`src/rtl/multicycle_control_fsm.sv`:
```
// Multicycle control unit for the 16-bit datapath: latches the opcode, sequences
// fetch/decode/execute/memory/writeback and drives every datapath control strobe.
module multicycle_control_fsm #(
  parameter int unsigned COUNT_W = 16,
  parameter logic [3:0]  HALT_OP = 4'hF
) (
  input  logic               CLK,
  input  logic               reset,
  input  logic [3:0]         op,
  input  logic [1:0]         cmpRst,
  output logic [1:0]         immShift,
  output logic [2:0]         ALUOp,
  output logic               writeEnable,
  output logic [1:0]         numBits,
  output logic               memAddrSel,
  output logic               ALUSrcA,
  output logic               ALUSrcB,
  output logic               memEnableRead,
  output logic               memEnableWrite,
  output logic               PCWriteEnable,
  output logic               PCSource,
  output logic [2:0]         regDataWrite,
  output logic               DOrS,
  output logic               IRWrite,
  output logic [3:0]         state,
  output logic               halted,
  output logic [COUNT_W-1:0] instret,
  output logic [COUNT_W-1:0] cycles
);

  typedef enum logic [3:0] {
    S_FETCH   = 4'd0,
    S_DECODE  = 4'd1,
    S_EX_ALU  = 4'd2,
    S_EX_ADDR = 4'd3,
    S_MEM_RD  = 4'd4,
    S_MEM_WB  = 4'd5,
    S_ALU_WB  = 4'd6,
    S_MEM_WR  = 4'd7,
    S_BRANCH  = 4'd8,
    S_JUMP    = 4'd9,
    S_LOADI   = 4'd10,
    S_IN      = 4'd11,
    S_HALT    = 4'd12
  } state_t;

  localparam logic [3:0] OP_ADDI = 4'd7;
  localparam logic [3:0] OP_LW   = 4'd9;
  localparam logic [3:0] OP_BEQ  = 4'd11;
  localparam logic [3:0] OP_BNE  = 4'd12;
  localparam logic [3:0] OP_BLT  = 4'd13;

  state_t             state_q, state_d;
  logic [3:0]         opq;
  logic [COUNT_W-1:0] instret_q, cycles_q;

  logic [2:0] alu_op_c, reg_data_write_c;
  logic [1:0] num_bits_c;
  logic       write_enable_c, mem_addr_sel_c, alu_src_a_c, alu_src_b_c;
  logic       mem_read_c, mem_write_c, pc_write_c, pc_source_c;
  logic       d_or_s_c, ir_write_c, halted_c, taken_c;

  // State, latched opcode and counters; a reset cycle clears everything and is not counted.
  always_ff @(posedge CLK) begin
    if (reset) begin
      state_q   <= S_FETCH;
      opq       <= '0;
      instret_q <= '0;
      cycles_q  <= '0;
    end else begin
      state_q  <= state_d;
      cycles_q <= cycles_q + COUNT_W'(1);
      if (state_q == S_DECODE) opq <= op;
      if (state_q != S_FETCH && state_d == S_FETCH) instret_q <= instret_q + COUNT_W'(1);
    end
  end

  always_comb begin
    unique case (opq)
      OP_BEQ:  taken_c = (cmpRst == 2'b00);
      OP_BNE:  taken_c = (cmpRst != 2'b00);
      OP_BLT:  taken_c = (cmpRst == 2'b01);
      default: taken_c = 1'b0;
    endcase
  end

  // Next state and control decode from current state and latched opcode.
  always_comb begin
    state_d          = state_q;
    alu_op_c         = 3'd0;
    reg_data_write_c = 3'd0;
    num_bits_c       = 2'd0;
    write_enable_c   = 1'b0;
    mem_addr_sel_c   = 1'b0;
    alu_src_a_c      = 1'b0;
    alu_src_b_c      = 1'b0;
    mem_read_c       = 1'b0;
    mem_write_c      = 1'b0;
    pc_write_c       = 1'b0;
    pc_source_c      = 1'b0;
    d_or_s_c         = 1'b0;
    ir_write_c       = 1'b0;
    halted_c         = 1'b0;

    case (state_q)
      S_FETCH: begin
        mem_read_c = 1'b1;
        ir_write_c = 1'b1;
        pc_write_c = 1'b1;
        state_d    = S_DECODE;
      end
      S_DECODE: begin
        alu_src_b_c = 1'b1;
        num_bits_c  = 2'd1;
        if (op == HALT_OP) begin
          state_d = S_HALT;
        end else begin
          case (op)
            4'd0, 4'd1, 4'd2, 4'd3,
            4'd4, 4'd5, 4'd6, 4'd7: state_d = S_EX_ALU;
            4'd8:                   state_d = S_LOADI;
            4'd9, 4'd10:            state_d = S_EX_ADDR;
            4'd11, 4'd12, 4'd13:    state_d = S_BRANCH;
            4'd14:                  state_d = S_JUMP;
            default:                state_d = S_HALT;
          endcase
        end
      end
      S_EX_ALU: begin
        alu_src_a_c = 1'b1;
        if (opq == OP_ADDI) begin
          alu_src_b_c = 1'b1;
        end else begin
          alu_op_c = opq[2:0];
        end
        state_d = S_ALU_WB;
      end
      S_ALU_WB: begin
        write_enable_c = 1'b1;
        state_d        = S_FETCH;
      end
      S_EX_ADDR: begin
        alu_src_a_c = 1'b1;
        alu_src_b_c = 1'b1;
        state_d     = (opq == OP_LW) ? S_MEM_RD : S_MEM_WR;
      end
      S_MEM_RD: begin
        mem_addr_sel_c = 1'b1;
        mem_read_c     = 1'b1;
        state_d        = S_MEM_WB;
      end
      S_MEM_WB: begin
        reg_data_write_c = 3'd1;
        write_enable_c   = 1'b1;
        state_d          = S_FETCH;
      end
      S_MEM_WR: begin
        mem_addr_sel_c = 1'b1;
        mem_write_c    = 1'b1;
        d_or_s_c       = 1'b1;
        state_d        = S_FETCH;
      end
      S_LOADI: begin
        num_bits_c       = 2'd1;
        reg_data_write_c = 3'd2;
        write_enable_c   = 1'b1;
        state_d          = S_FETCH;
      end
      S_BRANCH: begin
        alu_src_b_c = 1'b1;
        num_bits_c  = 2'd1;
        pc_source_c = 1'b1;
        pc_write_c  = taken_c;
        state_d     = S_FETCH;
      end
      S_JUMP: begin
        alu_src_b_c = 1'b1;
        num_bits_c  = 2'd2;
        pc_source_c = 1'b1;
        pc_write_c  = 1'b1;
        state_d     = S_FETCH;
      end
      S_HALT: begin
        halted_c = 1'b1;
      end
      default: state_d = S_FETCH;
    endcase
  end

  // Reset masks every output in its own cycle so an aborted instruction issues no write.
  assign immShift       = 2'd0;
  assign ALUOp          = reset ? 3'd0 : alu_op_c;
  assign writeEnable    = ~reset & write_enable_c;
  assign numBits        = reset ? 2'd0 : num_bits_c;
  assign memAddrSel     = ~reset & mem_addr_sel_c;
  assign ALUSrcA        = ~reset & alu_src_a_c;
  assign ALUSrcB        = ~reset & alu_src_b_c;
  assign memEnableRead  = ~reset & mem_read_c;
  assign memEnableWrite = ~reset & mem_write_c;
  assign PCWriteEnable  = ~reset & pc_write_c;
  assign PCSource       = ~reset & pc_source_c;
  assign regDataWrite   = reset ? 3'd0 : reg_data_write_c;
  assign DOrS           = ~reset & d_or_s_c;
  assign IRWrite        = ~reset & ir_write_c;
  assign halted         = ~reset & halted_c;
  assign state          = reset ? S_FETCH : state_q;
  assign instret        = reset ? '0 : instret_q;
  assign cycles         = reset ? '0 : cycles_q;

endmodule

```
`config.mk`:
```
export PLATFORM = sky130hd
export DESIGN_NAME = multicycle_control_fsm
export DESIGN_NICKNAME = d
export VERILOG_FILES = /design/src/rtl/multicycle_control_fsm.sv
export SDC_FILE = /design/constraint.sdc
export NUM_CORES = 1
export LEC_CHECK = 0
export BUFFER_PORTS_ARGS = -buffer_cell sky130_fd_sc_hd__buf_4
export CORE_MARGIN = 4
export CORE_UTILIZATION = 45
export DETAILED_ROUTE_END_ITERATION = 7
export PLACE_DENSITY = 0.7
export SLEW_MARGIN = 20
export SYNTH_ARGS = -nofsm -noshare
export SYNTH_HDL_FRONTEND = slang
export SYNTH_SLANG_ARGS = --single-unit
```
`constraint.sdc`:
```
create_clock -name CLK -period 3.4 [get_ports CLK]
set_clock_uncertainty 0.2 [all_clocks]
set_input_delay 0.34 -clock CLK [delete_from_list [all_inputs] [get_ports CLK]]
set_output_delay 0.34 -clock CLK [all_outputs]
set_load 0.02 [all_outputs]
```
-- Yosys cells after proc, flatten, opt, wreduce, memory -nomap -nowiden
Memory sizes are Yosys's and may differ from the RTL's.
Index checks and enable logic that the tools add are counted.
W data, S select, Z words.
- word-level logic and storage cells: 75
- register bits after elaboration: 40
- memories kept: 1
- output and inout bits: 57
- ROM bits: 64
- bitwise gates (word level): 11
- $add $sub $neg: 2
- equality and inequality tests: 18
- muxes and demuxes: 25
- reductions and logical operators: 14
- memories (name ; words ; bits a word ; rd ports ; clocked after Yosys merged registers in ; wr ports ; line ; source):
    (name not given) ; 16 ; 4 ; 1 ; 0 ; 0 ; 118 ; case (op)
- operator list (cell ; count):
    $eq A4 B4 Y1 const B ; 9
    $add A16 B1 Y16 const B ; 2
    $mux W16 ; 2
    $pmux W4 S6 ; 1
    $eq A4 B3 Y1 const B ; 5
    $mux W3 ; 4
    $and A1 B1 Y1 ; 10
    $reduce_or A2 Y1 ; 5
    $mux W1 ; 9
    $eq A4 B2 Y1 const B ; 2
    $logic_not A4 Y1 ; 2
    $mux W4 ; 2
    $pmux W2 S2 ; 2
    $reduce_or A3 Y1 ; 2
    $eq A4 B1 Y1 const B ; 1
    $mux W2 ; 2
    $pmux W1 S2 ; 2
    $reduce_bool A4 Y1 ; 1
    $reduce_or A4 Y1 ; 1
    $pmux W1 S3 ; 1
    $eq A2 B1 Y1 const B ; 1
    $logic_not A2 Y1 ; 1
    $reduce_bool A2 Y1 ; 1
    $logic_and A1 B1 Y1 ; 1
    $not A1 Y1 ; 1

-- Longest topological paths before layout
- word-level depth: 5
- gate-level depth with buffers: 6

-- Worst setup path before layout
Ideal clock, no wire load.
- kind: input-to-output
- from: input reset
- to: output PCWriteEnable
- data required time: 2.860 ns
- arrival: 1.993 ns
- path buffers: 1
- path slack: 0.867 ns
- stages on the path: 5
- cells stage by stage: clkbuf_1 > nor4b_1 > and2_1 > nor2_1 > nand2_1
- cells in the longest elaborated chain, start to end: 2
- RTL lines (element ; line ; source):
    from (decl) ; 8 ; input logic reset,
    $not A1 Y1 ; 200 ; assign PCWriteEnable = ~reset & pc_write_c;
    $and A1 B1 Y1 ; 200 ;
    to (decl) ; 20 ; output logic PCWriteEnable,
Every way passes these cells.

-- Worst setup path after layout
- from: register state_q[3]
- to: output PCWriteEnable
- cells in the longest elaborated chain, start to end: 4
- elaborated cells between the ends (all ways): 6
- classes of those cells: eq/ne: 2; mux: 1; bitwise: 1; reduce/logical: 2
- RTL lines (element ; line ; source):
    from (decl) ; 53 ; state_t state_q, state_d;
    from (signal assigned) ; 71 ; state_q <= state_d;
    $eq A4 B4 Y1 or $logic_not A4 Y1 (tied branches) ; 105 ; case (state_q)
    $reduce_or A2 Y1 (no source line) ; - ;
    $pmux W1 S2 * ; 105 ;
    $and A1 B1 Y1 * ; 200 ;
Mark *: on every way between the ends. The rest lies on a longest branch, timed or not.

==> results.sh <==
export IMPL_cts_hold_buffers=0
export IMPL_yosysTopAreaCellShare_pct=33.6
export IMPL_dpl_cell_area_um2=2820
export IMPL_rows=26
export IMPL_drtAntennaViolNets=0
export IMPL_vias_per_cell=5.23
export IMPL_holdWs_ps=113
export IMPL_hold_violations=0
export IMPL_criticalPathCategory="reg -> out"
export IMPL_worst_pin_slew_ps=754
export IMPL_finalCritPeriodShare_pct=71.5
export IMPL_cts_sinks=40
export IMPL_top_usage_layer="met2"
export IMPL_diodes=0
export IMPL_overflow=0
export IMPL_drc_errors=0
export IMPL_gr_usage_met2_pct=27.7
export IMPL_die_x_um=80.8
export IMPL_clkTransAtPathRegs_ps=70
export IMPL_cts_buffer_depth=2
export IMPL_wirelength_um=4940
export IMPL_rsz0062_at_grt="false"
export IMPL_ir_drop_mv=0.165
export IMPL_htreeDepth=2
export IMPL_layout_min_cycle_time_ps=2430
export IMPL_avgSynthCellArea_um2=8.14
export IMPL_use_met3_pct=3.33
export IMPL_grt_use_total_pct=15.9
export IMPL_cap_viol_max_count=0
export IMPL_io_buffer_count=61
export IMPL_coreArea_um2=5110
export IMPL_ys_types=46
export IMPL_max_freq_ghz=0.411
export IMPL_cts_setup_buffers=0
export IMPL_hp_class="in -> reg"
export IMPL_worstPathMaxFanout=17
export IMPL_cts_root_buf="clkbuf_8"
export IMPL_die_h_um=80.8
export IMPL_synth_yosys_seq_area_share_pct=33.6
export IMPL_cts_resized=0
export IMPL_pin_count=65
export IMPL_slowest_delay_ps=690
export IMPL_synth_top_area_cell="dfxtp_1"
export IMPL_cp_data_required_time_ps=2860
export IMPL_first_iter_violations=55
export IMPL_status="finished, final reports clean"
export IMPL_worstPathCellList="nor4b_1 -> and2_1 -> nor2_1 -> nand2_1 -> buf_4"
export IMPL_die_area_um2=6530
export IMPL_cp_start_kind="register"
export IMPL_p_leak_nw=1.19
export IMPL_num_vias=2144
export IMPL_yosysMostFrequentCell="dfxtp_1"
export IMPL_fin_nets=353
export IMPL_synthArstFlopShare_pct=0
export IMPL_final_area_um2=2900
export IMPL_setup_viol=0
export IMPL_grt_max_degree=83
export IMPL_wl_per_cell_um=12.0
export IMPL_drv_slew=0
export IMPL_arrival_ps=1890
export IMPL_antenna_found_initial=0
export IMPL_synth_edff_count=0
export IMPL_grt_util_met1_pct=19.3
export IMPL_ys_flop_type="dfxtp_1"
export IMPL_slowest_stage="dfxtp_1"
export IMPL_first_pass_iters=4
export IMPL_cts_buffers=5
export IMPL_drive_gt1_share_pct=24.4
export IMPL_cts_tree="yes"
export IMPL_netlist_top_cells_count="dfxtp_1, nor2b_1, nor2_1"
export IMPL_setup_tns_ps=0
export IMPL_area_delta_synth_final_pct=21.5
export IMPL_gp_congestion=0.754
export IMPL_initial_core_util_pct=46.7
export IMPL_grt_pass1_wl_um=8430
export IMPL_grt_pass1_vias=1919
export IMPL_synth_area_um2=2390
export IMPL_clock_latency_ps=280
export IMPL_powerDensity_nw_per_um2=385
export IMPL_hpwl_um=3560
export IMPL_synth_area_leaders="dfxtp_1, nor2b_1, nor2_1, xnor2_1, nor3_1"
export IMPL_synth_seq_cells=40
export IMPL_crit_path_end_kind="primary output"
export IMPL_slew_headroom_pct=49.7
export IMPL_yosysWarnings=0
export IMPL_syn_inst=293
flip-flops by register name (all words and copies together) (netlist names):
name / count
opq: 4
state_q: 4
cycles_q: 16
instret_q: 16
routing by layer:
| layer | part of all wire [%] | wire (um) | up-vias |
|---|---|---|---|
| li1 | - | - | 1098 |
| met1 | 47 | 2310 | 1002 |
| met2 | 48 | 2350 | 39 |
| met3 | 4.3 | 210 | 5 |
| met4 | 1.5 | 72 | 0 |
| met5 | 0 | 0 | - |
cell usage in the layout (no fill, tap or decap), types with 8 or more instances in the layout:
cell type / n
nor2b_1: 33
a21oi_1: 12
dfxtp_1: 40
nand2_1: 18
nor3_1: 14
nand3_1: 8
buf_4: 61
nor2_1: 31
nand4_1: 8
xnor2_1: 9
o21ai_0: 11
worst max-delay path, delay by kind of cell, from the launching register on:
kind,cells,cell delay [ps]
DFF,1,690
buffers and inverters,1,130
and+or+nand+nor,4,780
final cells by class:
cell class,count,area [um2]
well taps,70,87.6
multi-input cells,226,1450
inverters,6,22.5
clock inverters,1,5.00
flip-flops and latches,40,801
repair buffers,61,458
clock buffers,6,72.6
fillers,506,2210
through the flow:
stage               power [mW]  std cells  setup slack [ps]  util (%)
finish                    1.11        410               970      56.8
global route              1.18        410               784      56.8
CTS                       1.13        410               953      56.8
detailed placement       0.832        403              1170      55.2
global placement         0.829        403              1230      55.2
floorplan                0.762        295               867         -
power breakdown:
group          internal (mW)  leakage (nW)  total [mW]  switching (mW)
registers              0.493         0.324       0.550          0.0565
logic                  0.124         0.824       0.270           0.146
clock network          0.140        0.0410       0.295           0.156
total                  0.756          1.19        1.11           0.358
cells by family after synthesis:
kind of cell             share of synthesized area (%)
AND/OR/NAND/NOR                                   40.2
other                                            0.157
buffers and inverters                             5.87
AO/OA/AOI/OAI                                     7.24
flip-flops                                        33.6
multiplexers                                      4.82
XOR/XNOR                                          5.51
adder cells (fa/ha/maj)                           2.62
final timing paths:
check	from	end	slack, ps	depth (start not counted)
worst max-delay path	state_q[3]	PCWriteEnable	970	5
worst max register to register	state_q[2]	instret_q[0]	1350	4
worst min register to register	cycles_q[0]	cycles_q[0]	290	1
worst min-delay path	op[3]	opq[3]	110	3
Power figures use the tool's default switching activity.
